**src/rtl/grant_sink_finish_gen_pkg.sv**
```systemverilog
// Purpose: shared Grant-channel field widths, grant-type codes and decode helpers.
// Latency: n/a (types, constants and pure functions only).
// Backpressure: n/a. Reused by the arbiter lock logic and the grant sink.
package grant_sink_finish_gen_pkg;

   localparam int ADDR_BEAT_W         = 3;
   localparam int CLIENT_XACT_ID_W    = 2;
   localparam int MANAGER_XACT_ID_W   = 1;
   localparam int G_TYPE_W            = 4;
   localparam int DATA_W              = 64;
   localparam int MANAGER_ID_W        = 2;

   localparam int BEATS = 8;

   localparam logic [G_TYPE_W-1:0] G_TYPE_BUILTIN_MULTIBEAT = 4'h5;
   localparam logic [G_TYPE_W-1:0] G_TYPE_CACHED_MULTIBEAT  = 4'h0;
   localparam logic [G_TYPE_W-1:0] G_TYPE_VOLUNTARY_ACK     = 4'h0;

   // One grant beat as stored in the beat FIFO (75 bits).
   typedef struct packed {
      logic [ADDR_BEAT_W-1:0]       addr_beat;
      logic [CLIENT_XACT_ID_W-1:0]  client_xact_id;
      logic [MANAGER_XACT_ID_W-1:0] manager_xact_id;
      logic                         is_builtin_type;
      logic [G_TYPE_W-1:0]          g_type;
      logic [DATA_W-1:0]            data;
   } grant_t;

   // One Finish message as stored in the Finish FIFO (3 bits).
   typedef struct packed {
      logic [MANAGER_XACT_ID_W-1:0] manager_xact_id;
      logic [MANAGER_ID_W-1:0]      manager_id;
   } fin_t;

   function automatic logic is_multibeat(input logic is_builtin_type,
                                         input logic [G_TYPE_W-1:0] g_type);
      return is_builtin_type ? (g_type == G_TYPE_BUILTIN_MULTIBEAT)
                             : (g_type == G_TYPE_CACHED_MULTIBEAT);
   endfunction

   // Only the built-in voluntary ack completes without a Finish.
   function automatic logic needs_finish(input logic is_builtin_type,
                                         input logic [G_TYPE_W-1:0] g_type);
      return !(is_builtin_type && (g_type == G_TYPE_VOLUNTARY_ACK));
   endfunction

endpackage

```
**src/rtl/grant_sink_finish_gen_sync_queue.sv**
```systemverilog
// Purpose: generic synchronous FIFO, WIDTH bits x DEPTH entries (DEPTH power of two).
// Latency: 1 cycle enqueue to deq_valid; no combinational bypass.
// Backpressure: enqueue ignored while full (full from current occupancy, not relieved by same-cycle dequeue).
// Ports: enq_valid/enq_data in, deq_valid/deq_data out, deq_ready in, full out.
module sync_queue #(
   parameter int WIDTH = 8,
   parameter int DEPTH = 2
) (
   input  logic             clk,
   input  logic             reset,
   input  logic             enq_valid,
   input  logic [WIDTH-1:0] enq_data,
   output logic             deq_valid,
   input  logic             deq_ready,
   output logic [WIDTH-1:0] deq_data,
   output logic             full
);

   localparam int PTR_W = (DEPTH > 1) ? $clog2(DEPTH) : 1;
   localparam int CNT_W = $clog2(DEPTH) + 1;

   logic [WIDTH-1:0] mem [DEPTH];
   logic [PTR_W-1:0] wr_ptr;
   logic [PTR_W-1:0] rd_ptr;
   logic [CNT_W-1:0] count;
   logic             do_enq;
   logic             do_deq;

   assign full      = (count == CNT_W'(DEPTH));
   assign deq_valid = (count != '0);
   assign do_enq    = enq_valid && !full;
   assign do_deq    = deq_valid && deq_ready;
   // Head is always visible, even when empty.
   assign deq_data  = mem[rd_ptr];

   // Pointers wrap naturally because DEPTH is a power of two.
   always_ff @(posedge clk) begin
      if (reset) begin
         wr_ptr <= '0;
         rd_ptr <= '0;
         count  <= '0;
      end else begin
         if (do_enq) wr_ptr <= wr_ptr + 1'b1;
         if (do_deq) rd_ptr <= rd_ptr + 1'b1;
         case ({do_enq, do_deq})
            2'b10:   count <= count + 1'b1;
            2'b01:   count <= count - 1'b1;
            default: count <= count;
         endcase
      end
   end

   // Storage is deliberately not reset.
   always_ff @(posedge clk) begin
      if (do_enq) mem[wr_ptr] <= enq_data;
   end

endmodule

```
**src/rtl/grant_sink_finish_gen.sv**
```systemverilog
// Purpose: buffer arbitrated grant beats to the client, track multi-beat progress, emit one Finish per completed grant.
// Latency: 1 cycle in->out for beats and for Finish messages.
// Backpressure: io_in_ready drops when the beat FIFO is full, or on a Finish-bearing last beat while the Finish FIFO is full.
// Ports: io_in_* grant beat + io_in_chosen in, io_out_* buffered beats out,
//        io_finish_* Finish {manager_xact_id, manager_id} out, io_beat_error sticky.
module grant_sink_finish_gen
   import grant_sink_finish_gen_pkg::*;
#(
   parameter int DEPTH     = 2,
   parameter int BEATS     = grant_sink_finish_gen_pkg::BEATS,
   parameter int FIN_DEPTH = 2
) (
   input  logic                         clk,
   input  logic                         reset,
   output logic                         io_in_ready,
   input  logic                         io_in_valid,
   input  logic [ADDR_BEAT_W-1:0]       io_in_bits_addr_beat,
   input  logic [CLIENT_XACT_ID_W-1:0]  io_in_bits_client_xact_id,
   input  logic [MANAGER_XACT_ID_W-1:0] io_in_bits_manager_xact_id,
   input  logic                         io_in_bits_is_builtin_type,
   input  logic [G_TYPE_W-1:0]          io_in_bits_g_type,
   input  logic [DATA_W-1:0]            io_in_bits_data,
   input  logic [MANAGER_ID_W-1:0]      io_in_chosen,
   input  logic                         io_out_ready,
   output logic                         io_out_valid,
   output logic [ADDR_BEAT_W-1:0]       io_out_bits_addr_beat,
   output logic [CLIENT_XACT_ID_W-1:0]  io_out_bits_client_xact_id,
   output logic [MANAGER_XACT_ID_W-1:0] io_out_bits_manager_xact_id,
   output logic                         io_out_bits_is_builtin_type,
   output logic [G_TYPE_W-1:0]          io_out_bits_g_type,
   output logic [DATA_W-1:0]            io_out_bits_data,
   input  logic                         io_finish_ready,
   output logic                         io_finish_valid,
   output logic [MANAGER_XACT_ID_W-1:0] io_finish_bits_manager_xact_id,
   output logic [MANAGER_ID_W-1:0]      io_finish_bits_manager_id,
   output logic                         io_beat_error
);

   localparam int CNT_W = $clog2(BEATS);
   localparam logic [CNT_W-1:0] LAST_BEAT = CNT_W'(BEATS - 1);

   grant_t          in_beat;
   grant_t          out_beat;
   fin_t            fin_in;
   fin_t            fin_out;
   logic [CNT_W-1:0] beat_cnt;
   logic            multi;
   logic            last_beat;
   logic            fin_now;
   logic            acc;
   logic            beat_full;
   logic            fin_full;

   assign in_beat = '{addr_beat:       io_in_bits_addr_beat,
                      client_xact_id:  io_in_bits_client_xact_id,
                      manager_xact_id: io_in_bits_manager_xact_id,
                      is_builtin_type: io_in_bits_is_builtin_type,
                      g_type:          io_in_bits_g_type,
                      data:            io_in_bits_data};

   // Decode the presented beat, valid or not; ready may depend on it.
   assign multi     = is_multibeat(io_in_bits_is_builtin_type, io_in_bits_g_type);
   assign last_beat = !multi || (beat_cnt == LAST_BEAT);
   assign fin_now   = last_beat && needs_finish(io_in_bits_is_builtin_type, io_in_bits_g_type);

   // A Finish-bearing last beat waits as a whole until the Finish queue has room.
   assign io_in_ready = !beat_full && (!fin_now || !fin_full);
   assign acc         = io_in_valid && io_in_ready;

   assign fin_in = '{manager_xact_id: io_in_bits_manager_xact_id,
                     manager_id:      io_in_chosen};

   always_ff @(posedge clk) begin
      if (reset) begin
         beat_cnt      <= '0;
         io_beat_error <= 1'b0;
      end else if (acc) begin
         if (multi) begin
            beat_cnt <= (beat_cnt == LAST_BEAT) ? '0 : beat_cnt + 1'b1;
            if (io_in_bits_addr_beat != ADDR_BEAT_W'(beat_cnt)) io_beat_error <= 1'b1;
         end else if (beat_cnt != '0) begin
            // Single-beat grant arriving in the middle of a multi-beat one.
            io_beat_error <= 1'b1;
         end
      end
   end

   sync_queue #(
      .WIDTH ($bits(grant_t)),
      .DEPTH (DEPTH)
   ) u_beat_q (
      .clk       (clk),
      .reset     (reset),
      .enq_valid (acc),
      .enq_data  (in_beat),
      .deq_valid (io_out_valid),
      .deq_ready (io_out_ready),
      .deq_data  (out_beat),
      .full      (beat_full)
   );

   sync_queue #(
      .WIDTH ($bits(fin_t)),
      .DEPTH (FIN_DEPTH)
   ) u_fin_q (
      .clk       (clk),
      .reset     (reset),
      .enq_valid (acc && fin_now),
      .enq_data  (fin_in),
      .deq_valid (io_finish_valid),
      .deq_ready (io_finish_ready),
      .deq_data  (fin_out),
      .full      (fin_full)
   );

   assign io_out_bits_addr_beat          = out_beat.addr_beat;
   assign io_out_bits_client_xact_id     = out_beat.client_xact_id;
   assign io_out_bits_manager_xact_id    = out_beat.manager_xact_id;
   assign io_out_bits_is_builtin_type    = out_beat.is_builtin_type;
   assign io_out_bits_g_type             = out_beat.g_type;
   assign io_out_bits_data               = out_beat.data;
   assign io_finish_bits_manager_xact_id = fin_out.manager_xact_id;
   assign io_finish_bits_manager_id      = fin_out.manager_id;

endmodule

```
**config.mk**
```make
export PLATFORM = sky130hd
export DESIGN_NAME = grant_sink_finish_gen
export DESIGN_NICKNAME = d
export VERILOG_FILES = /design/src/rtl/grant_sink_finish_gen_pkg.sv /design/src/rtl/grant_sink_finish_gen_sync_queue.sv /design/src/rtl/grant_sink_finish_gen.sv
export SDC_FILE = /design/constraint.sdc
export NUM_CORES = 1
export LEC_CHECK = 0
export CAP_MARGIN = 25
export CORE_UTILIZATION = 49
export CTS_CLUSTER_DIAMETER = 150
export CTS_CLUSTER_SIZE = 14
export DETAILED_ROUTE_END_ITERATION = 8
export PLACE_DENSITY = 0.8
export SLEW_MARGIN = 20
export SYNTH_ARGS = -nofsm -noshare
export SYNTH_HDL_FRONTEND = slang
export SYNTH_SLANG_ARGS = --single-unit
```
**constraint.sdc**
```tcl
create_clock -name clk -period 6.7 [get_ports clk]
set_input_delay 1.34 -clock clk [delete_from_list [all_inputs] [get_ports clk]]
set_output_delay 1.34 -clock clk [all_outputs]
set_load 0.03 [all_outputs]
```
== After elaboration in Yosys (flattened, before gate mapping) ==
Memories as Yosys holds them, arrays and structs flattened. A register that Yosys moved wholly into a read port is not among the register bits.
Cells that the tools add are included.

* Reduce and logical (&&, ||, !) cells: 25
* Muxes and demuxes: 15
* Eq/ne operators: 10
* Add/sub/neg operators: 9

{| class="wikitable"
|+ Operators with widths
! kind !! number
|-
| 1-bit two-way mux || 12
|-
| 2-bit nonzero test || 5
|-
| 1-bit logical AND || 9
|-
| 2-bit equality test, second input constant || 4
|-
| 2-bit one-hot mux with 2 select lines || 2
|-
| 1-bit logical NOT || 5
|-
| 1-bit adder, second input constant || 4
|-
| 2-bit by 1-bit adder with 2-bit output, second input constant || 2
|-
| 2-bit by 1-bit equality test with 1-bit output, second input constant || 2
|-
| 4-bit by 3-bit equality test with 1-bit output, second input constant || 1
|-
| 4-bit logical NOT || 1
|-
| 2-bit by 1-bit subtractor with 2-bit output, second input constant || 2
|-
| 3-bit by 1-bit adder with 3-bit output, second input constant || 1
|-
| 3-bit equality test, second input constant || 1
|-
| 3-bit two-way mux || 1
|-
| 3-bit != test || 1
|-
| 3-bit AND reduction || 1
|-
| 3-bit nonzero test || 1
|-
| 1-bit logical OR || 2
|-
| 2-bit by 1-bit != test with 1-bit output, second input constant || 1
|-
| 2-bit AND reduction || 1
|}

* Input port bits: 82
* Memories: 2
* Register bits after elaboration: 12
* Word-level logic and storage cells: 69
* Bits in writable memories: 156

{| class="wikitable"
|+ Memories
! name !! words !! width !! rd ports !! clocked after Yosys merged registers in !! wr ports !! RTL line !! source
|-
| u_beat_q.mem || 2 || 75 || 1 || 1 || 1 || grant_sink_finish_gen_sync_queue.sv:22 || <nowiki>logic [WIDTH-1:0] mem [DEPTH];</nowiki>
|-
| u_fin_q.mem || 2 || 3 || 1 || 1 || 1 || grant_sink_finish_gen_sync_queue.sv:22 ||
|}

== Depth between registers and ports, before layout ==
* Depth in word-level cells: 13
* Gate-level depth with buffers: 10

== By module ==
A second synthesis with hierarchy kept.

* Cell total of the unflattened synthesis: 336
* Area total of the unflattened synthesis: 6,436.2 um^2

{| class="wikitable"
|+ Modules (own cells, without submodules)
! module !! instances !! area each (um^2) !! seq. area each (um^2) !! cells each
|-
| sync_queue (u_beat_q) || 1 || 5,627.9 || 4,604.4 || 259
|-
| sync_queue (u_fin_q) || 1 || 440.4 || 280.3 || 35
|-
| grant_sink_finish_gen || 1 || 367.9 || 80.1 || 42
|}

== Least setup slack after synthesis ==
Ideal clock, no wire load.

* Path type: input port to flip-flop
* Start: in io_in_bits_g_type[0]
* End: mem u_beat_q.mem[0][0] (netlist bit) (enable)
* Path buffers: 0
* Required time: 6.192 ns
* Stages on the path: 5
* Path slack: 0.895 ns
* Arrival: 5.296 ns
* Cell sequence: or3_1 > and2_4 > a21oi_4 > inv_2 > nor2_1

* Longest elaborated chain between the ends: 12
* Elaborated cells between the ends (all ways): 15
* Classes of those cells: eq/ne (1); mux (3); reduce/logical (11)

{| class="wikitable"
|+ RTL lines
! what !! RTL line !! source
|-
| from (decl) || grant_sink_finish_gen.sv:21 || <nowiki>input logic [G_TYPE_W-1:0] io_in_bits_g_type,</nowiki>
|-
| 4-bit by 3-bit equality test with 1-bit output or 4-bit logical NOT (tied branches) || grant_sink_finish_gen_pkg.sv:37, grant_sink_finish_gen_pkg.sv:38, grant_sink_finish_gen_pkg.sv:44 ||
|-
| 1-bit two-way mux || grant_sink_finish_gen_pkg.sv:37 || <nowiki>return is_builtin_type ? (g_type == G_TYPE_BUILTIN_MULTIBEAT)</nowiki>
|-
| 1-bit logical NOT || grant_sink_finish_gen.sv:63 || <nowiki>assign last_beat = !multi || (beat_cnt == LAST_BEAT);</nowiki>
|-
| 1-bit logical OR || grant_sink_finish_gen.sv:63 ||
|-
| 1-bit logical AND * || grant_sink_finish_gen.sv:64 || <nowiki>assign fin_now = last_beat && needs_finish(io_in_bits_is_builtin_type, io_in_bits_g_type);</nowiki>
|-
| 1-bit logical NOT * || grant_sink_finish_gen.sv:67 || <nowiki>assign io_in_ready = !beat_full && (!fin_now || !fin_full);</nowiki>
|-
| 1-bit logical OR * || grant_sink_finish_gen.sv:67 ||
|-
| 1-bit logical AND * || grant_sink_finish_gen.sv:67 ||
|-
| 1-bit logical AND * || grant_sink_finish_gen.sv:68 || <nowiki>assign acc = io_in_valid && io_in_ready;</nowiki>
|-
| 1-bit logical AND * || grant_sink_finish_gen_sync_queue.sv:31 || <nowiki>assign do_enq = enq_valid && !full;</nowiki>
|-
| 1-bit two-way mux * || grant_sink_finish_gen_sync_queue.sv:55 || <nowiki>if (do_enq) mem[wr_ptr] <= enq_data;</nowiki>
|-
| 1-bit two-way mux (implied by the code) * || grant_sink_finish_gen_sync_queue.sv:55 ||
|-
| to (decl) || grant_sink_finish_gen_sync_queue.sv:22 ||
|}

Every way passes the cells marked *; elsewhere a longest branch is shown, timed or not.

== Final worst setup path ==
* Start: in io_in_bits_g_type[0]
* End: out io_in_ready

* Longest elaborated chain between the ends: 8
* Elaborated cells between the ends (all ways): 11
* Classes of those cells: eq/ne (1); mux (1); reduce/logical (9)

{| class="wikitable"
|+ RTL lines
! what !! RTL line !! source
|-
| 4-bit by 3-bit equality test with 1-bit output or 4-bit logical NOT (tied branches) || grant_sink_finish_gen_pkg.sv:37, grant_sink_finish_gen_pkg.sv:38, grant_sink_finish_gen_pkg.sv:44 ||
|-
| 1-bit two-way mux || grant_sink_finish_gen_pkg.sv:37 ||
|-
| 1-bit logical NOT || grant_sink_finish_gen.sv:63 ||
|-
| 1-bit logical OR || grant_sink_finish_gen.sv:63 ||
|-
| 1-bit logical AND * || grant_sink_finish_gen.sv:64 ||
|-
| 1-bit logical NOT * || grant_sink_finish_gen.sv:67 ||
|-
| 1-bit logical OR * || grant_sink_finish_gen.sv:67 ||
|-
| 1-bit logical AND * || grant_sink_finish_gen.sv:67 ||
|-
| to (decl) || grant_sink_finish_gen.sv:15 || <nowiki>output logic io_in_ready,</nowiki>
|}

Marked as above.

==> flow_summary.html <==
<table>
<tr><th>Metric</th><th>Value</th></tr>
<tr><th colspan="2">Status</th></tr>
<tr><td>Outcome</td><td>finished, final reports clean</td></tr>
<tr><th colspan="2">Layout</th></tr>
<tr><td>Antenna diode instance count</td><td>0</td></tr>
<tr><td>Layout cell share with drive strength beyond 1</td><td>21.7%</td></tr>
<tr><td>Final cell utilization of the core</td><td>69.1%</td></tr>
<tr><td>Final cell count without fillers</td><td>692</td></tr>
<tr><td>Relative area change from synthesis to final layout</td><td>37.5%</td></tr>
<tr><td>Post-layout net count</td><td>596</td></tr>
<tr><th colspan="2">Floorplan</th></tr>
<tr><td>DIE AREA</td><td>13500 sq um</td></tr>
<tr><td>Num rows</td><td>41</td></tr>
<tr><td>Initial standard-cell utilization of the core</td><td>50.3%</td></tr>
<tr><td>Die Y-Extent</td><td>116 um</td></tr>
<tr><td>Number of placed I/O pins</td><td>164</td></tr>
<tr><td>Chip width</td><td>116 um</td></tr>
<tr><td>Core footprint</td><td>12700 sq um</td></tr>
<tr><th colspan="2">Routing</th></tr>
<tr><td>Number of routed nets with antenna violations</td><td>0</td></tr>
<tr><td>1st-iter DRT viols</td><td>198</td></tr>
<tr><td>Detailed-routing iteration count for the pre-antenna-repair pass</td><td>4</td></tr>
<tr><td>Via-to-Cell Ratio</td><td>5.03</td></tr>
<tr><td>Detailed-route wire length</td><td>12100 um</td></tr>
<tr><td>Average detailed-routed wire length per instance</td><td>17.5 um</td></tr>
<tr><td>Number of vias after detailed routing</td><td>3484</td></tr>
<tr><td>Post-detailed-route DRC marker count</td><td>0</td></tr>
<tr><th colspan="2">Synth</th></tr>
<tr><td>Post-Syn Instances</td><td>333</td></tr>
<tr><td>Mean area per synthesized cell</td><td>19.1 sq um</td></tr>
<tr><td>Number of distinct library cells after synthesis</td><td>32</td></tr>
<tr><td>Number of nets produced by synthesis</td><td>420</td></tr>
<tr><td>Yosys warning total</td><td>0</td></tr>
<tr><td>Post-synthesis instance area</td><td>6370 sq um</td></tr>
<tr><td>Post-synthesis sequential area ratio</td><td>77.9%</td></tr>
<tr><td>Number of synthesized register bits</td><td>170</td></tr>
<tr><th colspan="2">GRT</th></tr>
<tr><td>Global-route wire length before repair</td><td>17900 um</td></tr>
<tr><td>Number of antenna violations at the first check in global routing</td><td>0</td></tr>
<tr><td>Global route total overflow</td><td>0</td></tr>
<tr><td>Largest net degree at the start of global routing</td><td>76</td></tr>
<tr><td>Global router's overall resource usage</td><td>18.6%</td></tr>
<tr><td>Via count of the first global-routing pass</td><td>3603</td></tr>
<tr><th colspan="2">Setup path</th></tr>
<tr><td>Critical-path maximum fanout</td><td>7</td></tr>
<tr><td>CP required</td><td>5360 ps</td></tr>
<tr><td>Critical R2R Launch</td><td>beat_cnt[0]</td></tr>
<tr><td>Launching element type of the critical path</td><td>input port</td></tr>
<tr><td>Worst Path Arrival</td><td>3520 ps</td></tr>
<tr><td>Reg-to-reg slack, setup</td><td>3570 ps</td></tr>
<tr><td>Capture instance of the worst register-to-register path</td><td>u_beat_q.mem[0][57]</td></tr>
<tr><td>Endpoint type of the worst setup path</td><td>output pin</td></tr>
<tr><td>Worst reg-to-reg path cell count</td><td>8</td></tr>
<tr><td>Category of the most critical setup path</td><td>in2out</td></tr>
<tr><th colspan="2">Clock network</th></tr>
<tr><td>Clock-pin slew on the worst setup and hold paths</td><td>60 ps</td></tr>
<tr><td>Maximum clock path buffer count</td><td>2</td></tr>
<tr><td>Sink Count</td><td>170</td></tr>
<tr><td>Hold bufs inserted after CTS</td><td>0</td></tr>
<tr><td>Post_cts resized</td><td>0</td></tr>
<tr><td>Later-pin clock latency in the skew report</td><td>410 ps</td></tr>
<tr><td># H-tree levels</td><td>4</td></tr>
<tr><td>Clock tree from TritonCTS</td><td>done</td></tr>
<tr><td>Count of buffers added by post-CTS timing repair for setup</td><td>0</td></tr>
<tr><td>Clock buffers created by TritonCTS</td><td>17</td></tr>
<tr><td>Buffer cell driving the clock tree root</td><td>sky130_fd_sc_hd__clkbuf_16</td></tr>
<tr><th colspan="2">Min path</th></tr>
<tr><td>Worst Hold Launch</td><td>io_beat_error</td></tr>
<tr><td>Endpoint of the worst hold path</td><td>io_beat_error</td></tr>
<tr><td>Class of the tightest hold or removal check</td><td>reg2reg</td></tr>
<tr><td>Hold path cells</td><td>2</td></tr>
<tr><th colspan="2">STA</th></tr>
<tr><td>Final setup skew</td><td>4.98 ps</td></tr>
<tr><td>Count of pins over their slew limit</td><td>0</td></tr>
<tr><td>Pin slew with the least headroom to its limit</td><td>999 ps</td></tr>
<tr><td>Highest achievable clock rate</td><td>206 MHz</td></tr>
<tr><td>Final-report hold violation count</td><td>0</td></tr>
<tr><td>Period Utilization, post-route</td><td>72.5%</td></tr>
<tr><td>Setup violation total in the final timing report</td><td>0</td></tr>
<tr><td>Worst hold margin</td><td>474 ps</td></tr>
<tr><td>Post-layout minimum cycle time</td><td>4860 ps</td></tr>
<tr><td>Setup repair after global routing missed its margin</td><td>false</td></tr>
<tr><td>Worst slew margin relative to its limit</td><td>33.4%</td></tr>
<tr><td>Final sum of negative setup slack</td><td>0 ps</td></tr>
<tr><th colspan="2">Pwr</th></tr>
<tr><td>Final total power</td><td>3.95 mW</td></tr>
<tr><td>Peak VDD IR</td><td>0.215 mV</td></tr>
<tr><td>Reported leakage power</td><td>2.96 nW</td></tr>
<tr><td>Power density over the cells</td><td>451 nW/um^2</td></tr>
<tr><th colspan="2">Placement</th></tr>
<tr><td>Inst Count DP</td><td>661</td></tr>
<tr><td>Detailed placer's ending HPWL</td><td>8060 um</td></tr>
<tr><td>PortBufs</td><td>163</td></tr>
<tr><td>Final RePlAce weighted congestion</td><td>0.790</td></tr>
<tr><th colspan="2">Run</th></tr>
<tr><td>Maximum Capacitance Violations</td><td>0</td></tr>
</table>
-- synth_stat cells --
library cell,n,area share (%)
sky130_fd_sc_hd__o41ai_1,1,0.14
sky130_fd_sc_hd__a21oi_1,5,0.39
sky130_fd_sc_hd__and2_1,3,0.29
sky130_fd_sc_hd__or3_2,1,0.12
sky130_fd_sc_hd__o21ai_0,7,0.55
sky130_fd_sc_hd__nand2b_1,3,0.29
sky130_fd_sc_hd__or4_1,1,0.12
sky130_fd_sc_hd__inv_1,4,0.24
sky130_fd_sc_hd__mux2_2,79,14
sky130_fd_sc_hd__and3b_2,1,0.16
sky130_fd_sc_hd__o211ai_1,1,0.12
sky130_fd_sc_hd__a21oi_4,1,0.26
sky130_fd_sc_hd__nor2_1,14,0.82
sky130_fd_sc_hd__dfxtp_1,14,4.4
sky130_fd_sc_hd__a211o_2,1,0.16
sky130_fd_sc_hd__nand3_1,3,0.24
sky130_fd_sc_hd__xnor2_1,6,0.82
sky130_fd_sc_hd__ha_1,5,0.98
sky130_fd_sc_hd__nor3b_1,1,0.12
sky130_fd_sc_hd__xor2_1,3,0.41
sky130_fd_sc_hd__or2_2,2,0.20
sky130_fd_sc_hd__nand4_1,1,0.098
sky130_fd_sc_hd__nand2_1,2,0.12
sky130_fd_sc_hd__and2_2,1,0.12
sky130_fd_sc_hd__inv_2,1,0.059
sky130_fd_sc_hd__nor2b_1,1,0.098
sky130_fd_sc_hd__and2_4,1,0.14
sky130_fd_sc_hd__or3_1,3,0.29
sky130_fd_sc_hd__clkbuf_1,9,0.53
sky130_fd_sc_hd__a21boi_0,1,0.12
sky130_fd_sc_hd__edfxtp_1,156,74
sky130_fd_sc_hd__a2111oi_0,1,0.14
-- worst max-delay path, cell delays in order --
cell and delay, ps:
sky130_fd_sc_hd__clkdlybuf4s50_1 580, sky130_fd_sc_hd__and3b_2 210, sky130_fd_sc_hd__o21ai_0 160, sky130_fd_sc_hd__a211o_2 360
sky130_fd_sc_hd__a21boi_0 170, sky130_fd_sc_hd__clkdlybuf4s50_1 690
-- report_power, final --
group	internal [mW]	leakage [nW]	switching, mW	total, mW
registers	1.47	1.57	0.126	1.59
logic	0.651	1.14	0.810	1.46
clock network	0.543	0.254	0.350	0.893
-- worst max path at each step --
stage | start | end | slack, ps | depth (start not counted)
after detailed placement | io_in_bits_g_type[0] | io_in_ready | 1850 | 6
after floorplan | io_in_bits_g_type[0] | u_beat_q.mem[0][0] | 900 | 5
after CTS | io_in_bits_g_type[0] | io_in_ready | 1840 | 6
after global routing | io_in_bits_g_type[0] | io_in_ready | 1790 | 6
final | io_in_bits_g_type[0] | io_in_ready | 1840 | 6
after global placement | io_in_bits_g_type[0] | io_in_ready | 1930 | 5
-- per-layer routing --
metal	vias up	wire length (um)	track usage, %
met4	0	157	7.61
met1	1711	4810	20.4
met5	-	0	0
met2	122	6220	32.2
li1	1636	-	-
met3	15	946	7.53
-- state kept, by name, indices dropped and copies added, names as in the netlist, named ones only --
name             cells
u_beat_q.mem       150
u_fin_q.mem          6
beat_cnt             3
u_beat_q.count       2
u_fin_q.count        2
io_beat_error        1
u_beat_q.rd_ptr      1
u_beat_q.wr_ptr      1
u_fin_q.rd_ptr       1
u_fin_q.wr_ptr       1
-- stage by stage --
step | area (sq um) | worst slack, ps
finish | 8760 | 1840
global route | 8760 | 1790
CTS | 8740 | 1840
detailed placement | 8210 | 1850
global placement | 8210 | 1930
floorplan | 6370 | 895
-- cell families after synthesis --
| logic type | share of synthesized area (%) |
|---|---|
| muxes | 14.0 |
| and+or+nand+nor | 3.22 |
| buffers and inverters | 0.824 |
| xor gates and xnor gates | 1.24 |
| DFF | 77.9 |
| AOI/OAI and AO/OA | 1.87 |
| adders and majority gates | 0.982 |
-- area by class of cell --
cell class | count | area (sq um)
repair buffers | 166 | 1670
clock inverters | 4 | 68.8
inverters | 5 | 18.8
clock buffers | 26 | 459
multi-input cells | 149 | 1360
flip-flops and latches | 170 | 4970
well taps | 172 | 215
fillers | 867 | 3910
-- cell usage in the layout (no fill, tap or decap), drive strengths merged --
| master | instances |
|---|---|
| inv | 5 |
| or4 | 1 |
| xor2 | 3 |
| mux2 | 79 |
| a21boi | 1 |
| a2111oi | 1 |
| buf | 3 |
| a21oi | 6 |
| nor2b | 1 |
| edfxtp | 156 |
| nand3 | 3 |
| and3b | 1 |
| o211ai | 1 |
| o21ai | 7 |
| a211o | 1 |
| and2 | 5 |
| xnor2 | 6 |
| dfxtp | 14 |
| or3 | 4 |
| nand2b | 3 |
| nor2 | 14 |
| nor3b | 1 |
| bufinv | 2 |
| nand4 | 1 |
| nand2 | 2 |
| clkdlybuf4s50 | 163 |
| clkinv | 2 |
| ha | 5 |
| or2 | 2 |
| clkbuf | 26 |
| o41ai | 1 |
No activity file was read; power rests on OpenSTA's default activity.
